File: src/rtl/cal_loader.sv
// Calibration coefficient loader: receives a checksummed byte-stream frame into a shadow
// bank and atomically commits it to the active bank that rd_data reads from.
module cal_loader #(
    parameter int unsigned W          = 16,
    parameter int unsigned N_CHANNELS = 8,
    parameter logic [7:0]  HEADER     = 8'hCA,
    localparam int unsigned N_ENTRIES = 2 * N_CHANNELS,
    localparam int unsigned AW        = $clog2(N_ENTRIES)
) (
    input  logic                clk,
    input  logic                rst,
    input  logic [7:0]          in_byte,
    input  logic                in_valid,
    output logic                in_ready,
    input  logic                abort,
    input  logic [AW-1:0]       rd_addr,
    output logic signed [W-1:0] rd_data,
    output logic                busy,
    output logic                done,
    output logic                err
);

    typedef enum logic [2:0] {
        StIdle,
        StDataHi,
        StDataLo,
        StCheck,
        StCommit
    } state_t;

    localparam logic [AW-1:0] LastIdx = AW'(N_ENTRIES - 1);
    localparam logic [W-1:0]  Unity   = W'(16'h0400);

    state_t        state_q, state_d;
    logic [AW-1:0] idx_q;
    logic [7:0]    sum_q;
    logic [7:0]    hi_q;
    logic          err_q;
    logic [W-1:0]  shadow_q [N_ENTRIES];
    logic [W-1:0]  active_q [N_ENTRIES];
    logic          accept;
    logic          take;

    assign in_ready = (state_q != StCommit);
    assign accept   = in_valid && in_ready;
    // A byte presented while abort is high is dropped, never interpreted.
    assign take     = accept && !abort;
    assign busy     = (state_q != StIdle);
    assign done     = (state_q == StCommit);
    assign err      = err_q;

    always_comb begin
        state_d = state_q;
        case (state_q)
            StIdle:   if (take && in_byte == HEADER) state_d = StDataHi;
            StDataHi: if (take) state_d = StDataLo;
            StDataLo: if (take) state_d = (idx_q == LastIdx) ? StCheck : StDataHi;
            StCheck:  if (take) state_d = (in_byte == sum_q) ? StCommit : StIdle;
            StCommit: state_d = StIdle;
            default:  state_d = StIdle;
        endcase
        // COMMIT always completes, even under abort.
        if (abort && state_q != StCommit) state_d = StIdle;
    end

    always_ff @(posedge clk or posedge rst) begin
        if (rst) state_q <= StIdle;
        else     state_q <= state_d;
    end

    always_ff @(posedge clk or posedge rst) begin
        if (rst) begin
            idx_q <= '0;
            sum_q <= '0;
            hi_q  <= '0;
            err_q <= 1'b0;
            for (int i = 0; i < N_ENTRIES; i++) begin
                active_q[i] <= i[0] ? Unity : '0;
            end
        end else begin
            err_q <= take && (state_q == StCheck) && (in_byte != sum_q);
            if (take) begin
                case (state_q)
                    StIdle: begin
                        if (in_byte == HEADER) begin
                            idx_q <= '0;
                            sum_q <= '0;
                        end
                    end
                    StDataHi: begin
                        hi_q  <= in_byte;
                        sum_q <= sum_q + in_byte;
                    end
                    StDataLo: begin
                        sum_q <= sum_q + in_byte;
                        idx_q <= idx_q + 1'b1;
                    end
                    default: ;
                endcase
            end
            if (state_q == StCommit) active_q <= shadow_q;
        end
    end

    // Shadow contents are don't-care after reset, so no reset term.
    always_ff @(posedge clk) begin
        if (take && state_q == StDataLo) shadow_q[idx_q] <= W'({hi_q, in_byte});
    end

    always_comb begin
        rd_data = '0;
        if (32'(rd_addr) < N_ENTRIES) rd_data = active_q[rd_addr];
    end

endmodule

File: config.mk
export PLATFORM = sky130hd
export DESIGN_NAME = cal_loader
export DESIGN_NICKNAME = d
export VERILOG_FILES = /design/src/rtl/cal_loader.sv
export SDC_FILE = /design/constraint.sdc
export NUM_CORES = 1
export LEC_CHECK = 0
export ABC_CLOCK_PERIOD_IN_PS = 14200
export CAP_MARGIN = 25
export CORE_ASPECT_RATIO = 1.4
export CORE_UTILIZATION = 55
export CTS_BUF_LIST = sky130_fd_sc_hd__clkbuf_2
export DETAILED_ROUTE_END_ITERATION = 10
export PLACE_DENSITY = 0.72
export SLEW_MARGIN = 40
export SYNTH_ARGS = -nofsm -noshare
export SYNTH_HDL_FRONTEND = slang
export SYNTH_SLANG_ARGS = --single-unit
File: constraint.sdc
create_clock -name clk -period 14.2 [get_ports clk]
set_input_delay 3.55 -clock clk [delete_from_list [all_inputs] [get_ports clk]]
set_output_delay 3.55 -clock clk [all_outputs]
set_load 0.005 [all_outputs]
* After elaboration in Yosys (flattened, before gate mapping)
Cells that the tools add are included.
** Operators by class
- $add $sub $neg :: 2
- $lt $le $gt $ge :: 3
- Eq/ne operators :: 14
- Multiplexer cells :: 18
- Bitwise gates (word level) :: 2
- Reductions and logical operators :: 18
** Operators by type and width (number)
- $bwmux W256 :: 1
- $bmux W16 S4 :: 1
- $demux W16 S4 :: 1
- $mux W16 :: 3
- $mux W3 :: 6
- $pmux W8 S2 :: 1
- $ne A3 B3 Y1 const B :: 5
- $pmux W3 S4 :: 1
- $ge A5 B5 Y1 const B :: 2
- $not A4 Y5 :: 2
- $add A8 B8 Y8 :: 1
- $eq A8 B8 Y1 :: 1
- $eq A8 B8 Y1 const B :: 1
- $logic_and A1 B1 Y1 :: 8
- $mux W8 :: 1
- $ne A8 B8 Y1 :: 1
- $pmux W4 S2 :: 1
- $eq A3 B2 Y1 const B :: 2
- $reduce_and A3 Y1 :: 2
- $lt A5 B1 Y1 const B :: 1
- $add A4 B1 Y4 const B :: 1
- $eq A4 B4 Y1 const B :: 1
- $mux W4 :: 1
- $reduce_and A4 Y1 :: 1
- other kinds (10) :: 11
** Word-level totals
- Register bits :: 536
- Output and inout port bits :: 20
- Word-level logic and storage cells :: 94

* Logic depth before layout (Yosys ltp)
- Word-level depth :: 7
- Depth in mapped cells :: 8
- Mapped depth without buffers :: 8

* Worst setup path before layout
No wires, ideal clock.
- Path type :: input port to output port
- Start :: in rd_addr[1]
- End :: out rd_data[11]
- Arrival :: 4.958 ns
- Path slack :: 5.692 ns
- Stages :: 4
- Path through :: clkbuf_1 > buf_1 > mux4_2 > mux4_2
** On the way
- Word-level cells in the longest chain between the ends :: 4
** Ends and longest elaborated chain
- from (decl) :: RTL line 16 : input logic [AW-1:0] rd_addr,
- $not A4 Y5 (not written as such) :: RTL line 112 : if (32'(rd_addr) < N_ENTRIES) rd_data = active_q[rd_addr];
- $bmux W16 S4 :: RTL line 112
- $mux W16 (not written as such) (2 in series) :: RTL line 112
- to (decl) :: RTL line 17 : output logic signed [W-1:0] rd_data,
Every way passes these cells. The select of a mux whose other input is x is not followed.

* Worst setup path after layout
- Start :: in rd_addr[0]
- End :: out rd_data[7]
Same word-level chain as after synthesis.

==> flow_summary.json <==
{
  "row_count": 84,
  "cts_tree": "yes",
  "crit_required_ns": 10.65,
  "path_class": "in -> out",
  "core_um2": 37420,
  "synth_cell_type_count": 52,
  "static-leakage-power_nw": 10.80,
  "ys.flop_type": "dfrtp_1",
  "root_buffer": "clkbuf_2",
  "cp_num_cells": 4,
  "rsz0062_at_grt": "false",
  "reg2reg_to": "active_q[71]",
  "place.port_buffers": 35,
  "fin_nets": 1739,
  "worst_pin_slew_ns": 0.8713,
  "crit_buf_inv": 2,
  "insertion_delay_ns": 1.07,
  "max_freq_ghz": 0.1058,
  "cts-hold-fix-buffers": 0,
  "critPathArrivalTime_ns": 5.90,
  "power_density_nw_per_um2": 116.1,
  "ios": 36,
  "place_area_um2": 21920,
  "floorplan.initialDensity_pct": 55.71,
  "placedCellCount": 2059,
  "r2r-start": "state_q[1]",
  "crit_path_start_kind": "input pin",
  "pre_cts_ws_ns": 4.740,
  "fin_crit_ns": 9.449,
  "vias": 12640,
  "cts.sinks": 536,
  "gp_congestion": 0.7674,
  "wl_per_cell_um": 20.08,
  "postSynth.asyncResetShare_pct": 52.24,
  "ant_nets": 0,
  "netlist_top_cells_count": "nand2_1, dfrtp_1, edfxtp_1, clkbuf_1, mux4_1",
  "clock_skew_ns": 0.04314,
  "synth.largest_area_cell": "edfxtp_1",
  "cp_top_family": "multiplexers",
  "cts-htree-levels": 3,
  "synth_area_leaders": "edfxtp_1, dfrtp_1, nand2_1",
  "crit_end": "rd_data[7]",
  "synth_area_um2": 20840,
  "end_kind": "output port",
  "slew_headroom_pct": 41.77,
  "cts_setup_buffers": 0,
  "final_layout_size_suffix_gt1_share_pct": 16.23,
  "fin_area_um2": 23110,
  "cts-buffers-inserted": 121,
  "synth_nets": 1630,
  "viasPerCell": 5.513,
  "crit_path_cell_trace": "buf_6, mux4_1, mux4_2, clkdlybuf4s50_1",
  "drc": 2,
  "clk_pin_slew_worst_paths_ns": 0.12,
  "r2r_setup_slack_ns": 11.27,
  "avgSynthCellArea_um2": 13.01,
  "grtUsageTotal_pct": 25.04,
  "drtPass1Iterations": 8,
  "clockBufferDepth": 3,
  "die_w_um": 166.5,
  "die-area_um2": 38690,
  "yosysWarnings": 0,
  "setup_viol": 0,
  "grt_max_degree": 124,
  "fp.dieH_um": 232.3,
  "grt.overflow.total": 0,
  "grt_first_pass_wirelength_um": 72390,
  "crit_slowest_cell": "mux4_1",
  "slew_viol_final": 0,
  "ctsResizeCount": 0,
  "grt_pass1_vias": 13170,
  "startpoint": "rd_addr[0]",
  "total_power_mw": 2.683,
  "drtIter0Drc": 1020,
  "status": "complete, but fails checks",
  "holdCritPathClass": "reg -> reg",
  "yosysSeqAreaShare_pct": 70.54,
  "finalHoldViolCount": 0,
  "synth_cells": 1602,
  "r2r_cells": 8,
  "synth_edf_count": 256,
  "post-dp-hpwl_um": 26220,
  "failed_checks": "DRC",
  "drv_cap": 0,
  "fin_cells": 2292,
  "worstPathMaxFanout": 64,
  "fin_setup_tns_ns": 0,
  "wl_um": 46020,
  "worst_slack_ns": 4.751,
  "vdd_drop_max_mv": 0.06187,
  "critPathMaxStageDelay_ns": 0.64,
  "area_growth_pct": 10.88,
  "synth_top_cell_area_share_pct": 36.88,
  "antenna_found_initial": 1,
  "ys_ff_latch": 536,
  "fin_crit_sh_pct": 66.54,
  "yosysMostFrequentCell": "nand2_1"
}
[kinds of logic after synthesis]
kind of cell	count (synthesis)	synth area share, %
xor gates and xnor gates	5	0.2101
AOI/OAI and AO/OA	35	1.122
buffers and inverters	90	1.957
muxes	88	9.958
adders and majority gates	12	0.7563
DFF	536	70.54
and+or+nand+nor	836	15.46
[metrics by stage]
step                      util (%)  hold WS (ns)
after floorplan                  -        0.4146
after CTS                    61.65        0.4194
after detailed placement     58.58        0.4208
after global routing         61.77        0.4242
after global placement       57.93        0.4168
final                        61.77        0.4086
[layout by cell type (no fill, tap or decap), types with 4 or more instances in the layout]
| cell | synthesis | layout |
|---|---|---|
| a21oi_1 | 4 | 4 |
| a22o_1 | 4 | 4 |
| buf_16 | 0 | 8 |
| buf_2 | 4 | 4 |
| buf_4 | 0 | 14 |
| clkbuf_2 | 0 | 177 |
| clkdlybuf4s50_1 | 0 | 30 |
| clkinv_1 | 1 | 40 |
| clkinv_2 | 0 | 10 |
| dfrtp_1 | 272 | 272 |
| dfstp_2 | 8 | 8 |
| edfxtp_1 | 256 | 256 |
| ha_1 | 11 | 11 |
| inv_1 | 11 | 10 |
| mux2_2 | 8 | 8 |
| mux4_1 | 49 | 49 |
| mux4_2 | 31 | 31 |
| nand2_1 | 786 | 785 |
| nand3_1 | 4 | 4 |
| nor2_1 | 21 | 9 |
| nor2_2 | 0 | 4 |
| nor2_4 | 0 | 8 |
| nor3_2 | 1 | 5 |
| o21ai_0 | 11 | 11 |
[power by group]
group / internal [mW] / total, mW / switching, mW
registers: 1.63 / 1.64 / 0.0102
clock network: 0.375 / 0.966 / 0.591
logic: 0.0239 / 0.0733 / 0.0493
total: 2.03 / 2.68 / 0.650
[area by class of cell]
class | instances | area, um^2
clock inverter | 53 | 264.0
clock buffer | 177 | 885.9
fill | 2784 | 14300
tap | 473 | 591.8
timing repair buffer | 64 | 763.2
antenna | 1 | 2.502
sequential | 536 | 14700
inverter | 12 | 65.06
multi-input combinational | 976 | 5836
[worst register-to-register path, stage by stage, from the launching register on]
cell,delay (ns)
dfrtp_1,0.55
nor2_1,0.25
nand2_4,0.07
buf_12,0.20
buf_16,0.31
inv_8,0.53
buf_4,0.70
nand2_1,0.17
nand2_1,0.10
[registers in the layout, summed over array words and instances (netlist names)]
| register | flops |
|---|---|
| hi_q | 8 |
| idx_q | 4 |
| shadow_q | 256 |
| state_q | 3 |
| active_q | 256 |
| sum_q | 8 |
| err | 1 |
[worst min path at each step]
| stage | from | to | cells past startpoint |
|---|---|---|---|
| 3_3_place_gp | shadow_q[218] | active_q[218] | 2 |
| 3_5_place_dp | shadow_q[79] | active_q[79] | 2 |
| 5_1_grt | shadow_q[144] | active_q[144] | 2 |
| 2_1_floorplan | shadow_q[0] | active_q[0] | 2 |
| 4_1_cts | shadow_q[132] | active_q[132] | 2 |
| 6_report | shadow_q[144] | active_q[144] | 2 |
[metal layers]
layer / vias to the layer above / GRT usage [%] / part of all wire (%)
met4: 0 / 11.69 / 2.7
met2: 424 / 41.96 / 51
met1: 6375 / 32.01 / 40
li1: 5769 / - / -
met3: 67 / 4.500 / 6.1
met5: - / 0 / 0
Note: power is estimated with default switching activity, not from simulation.
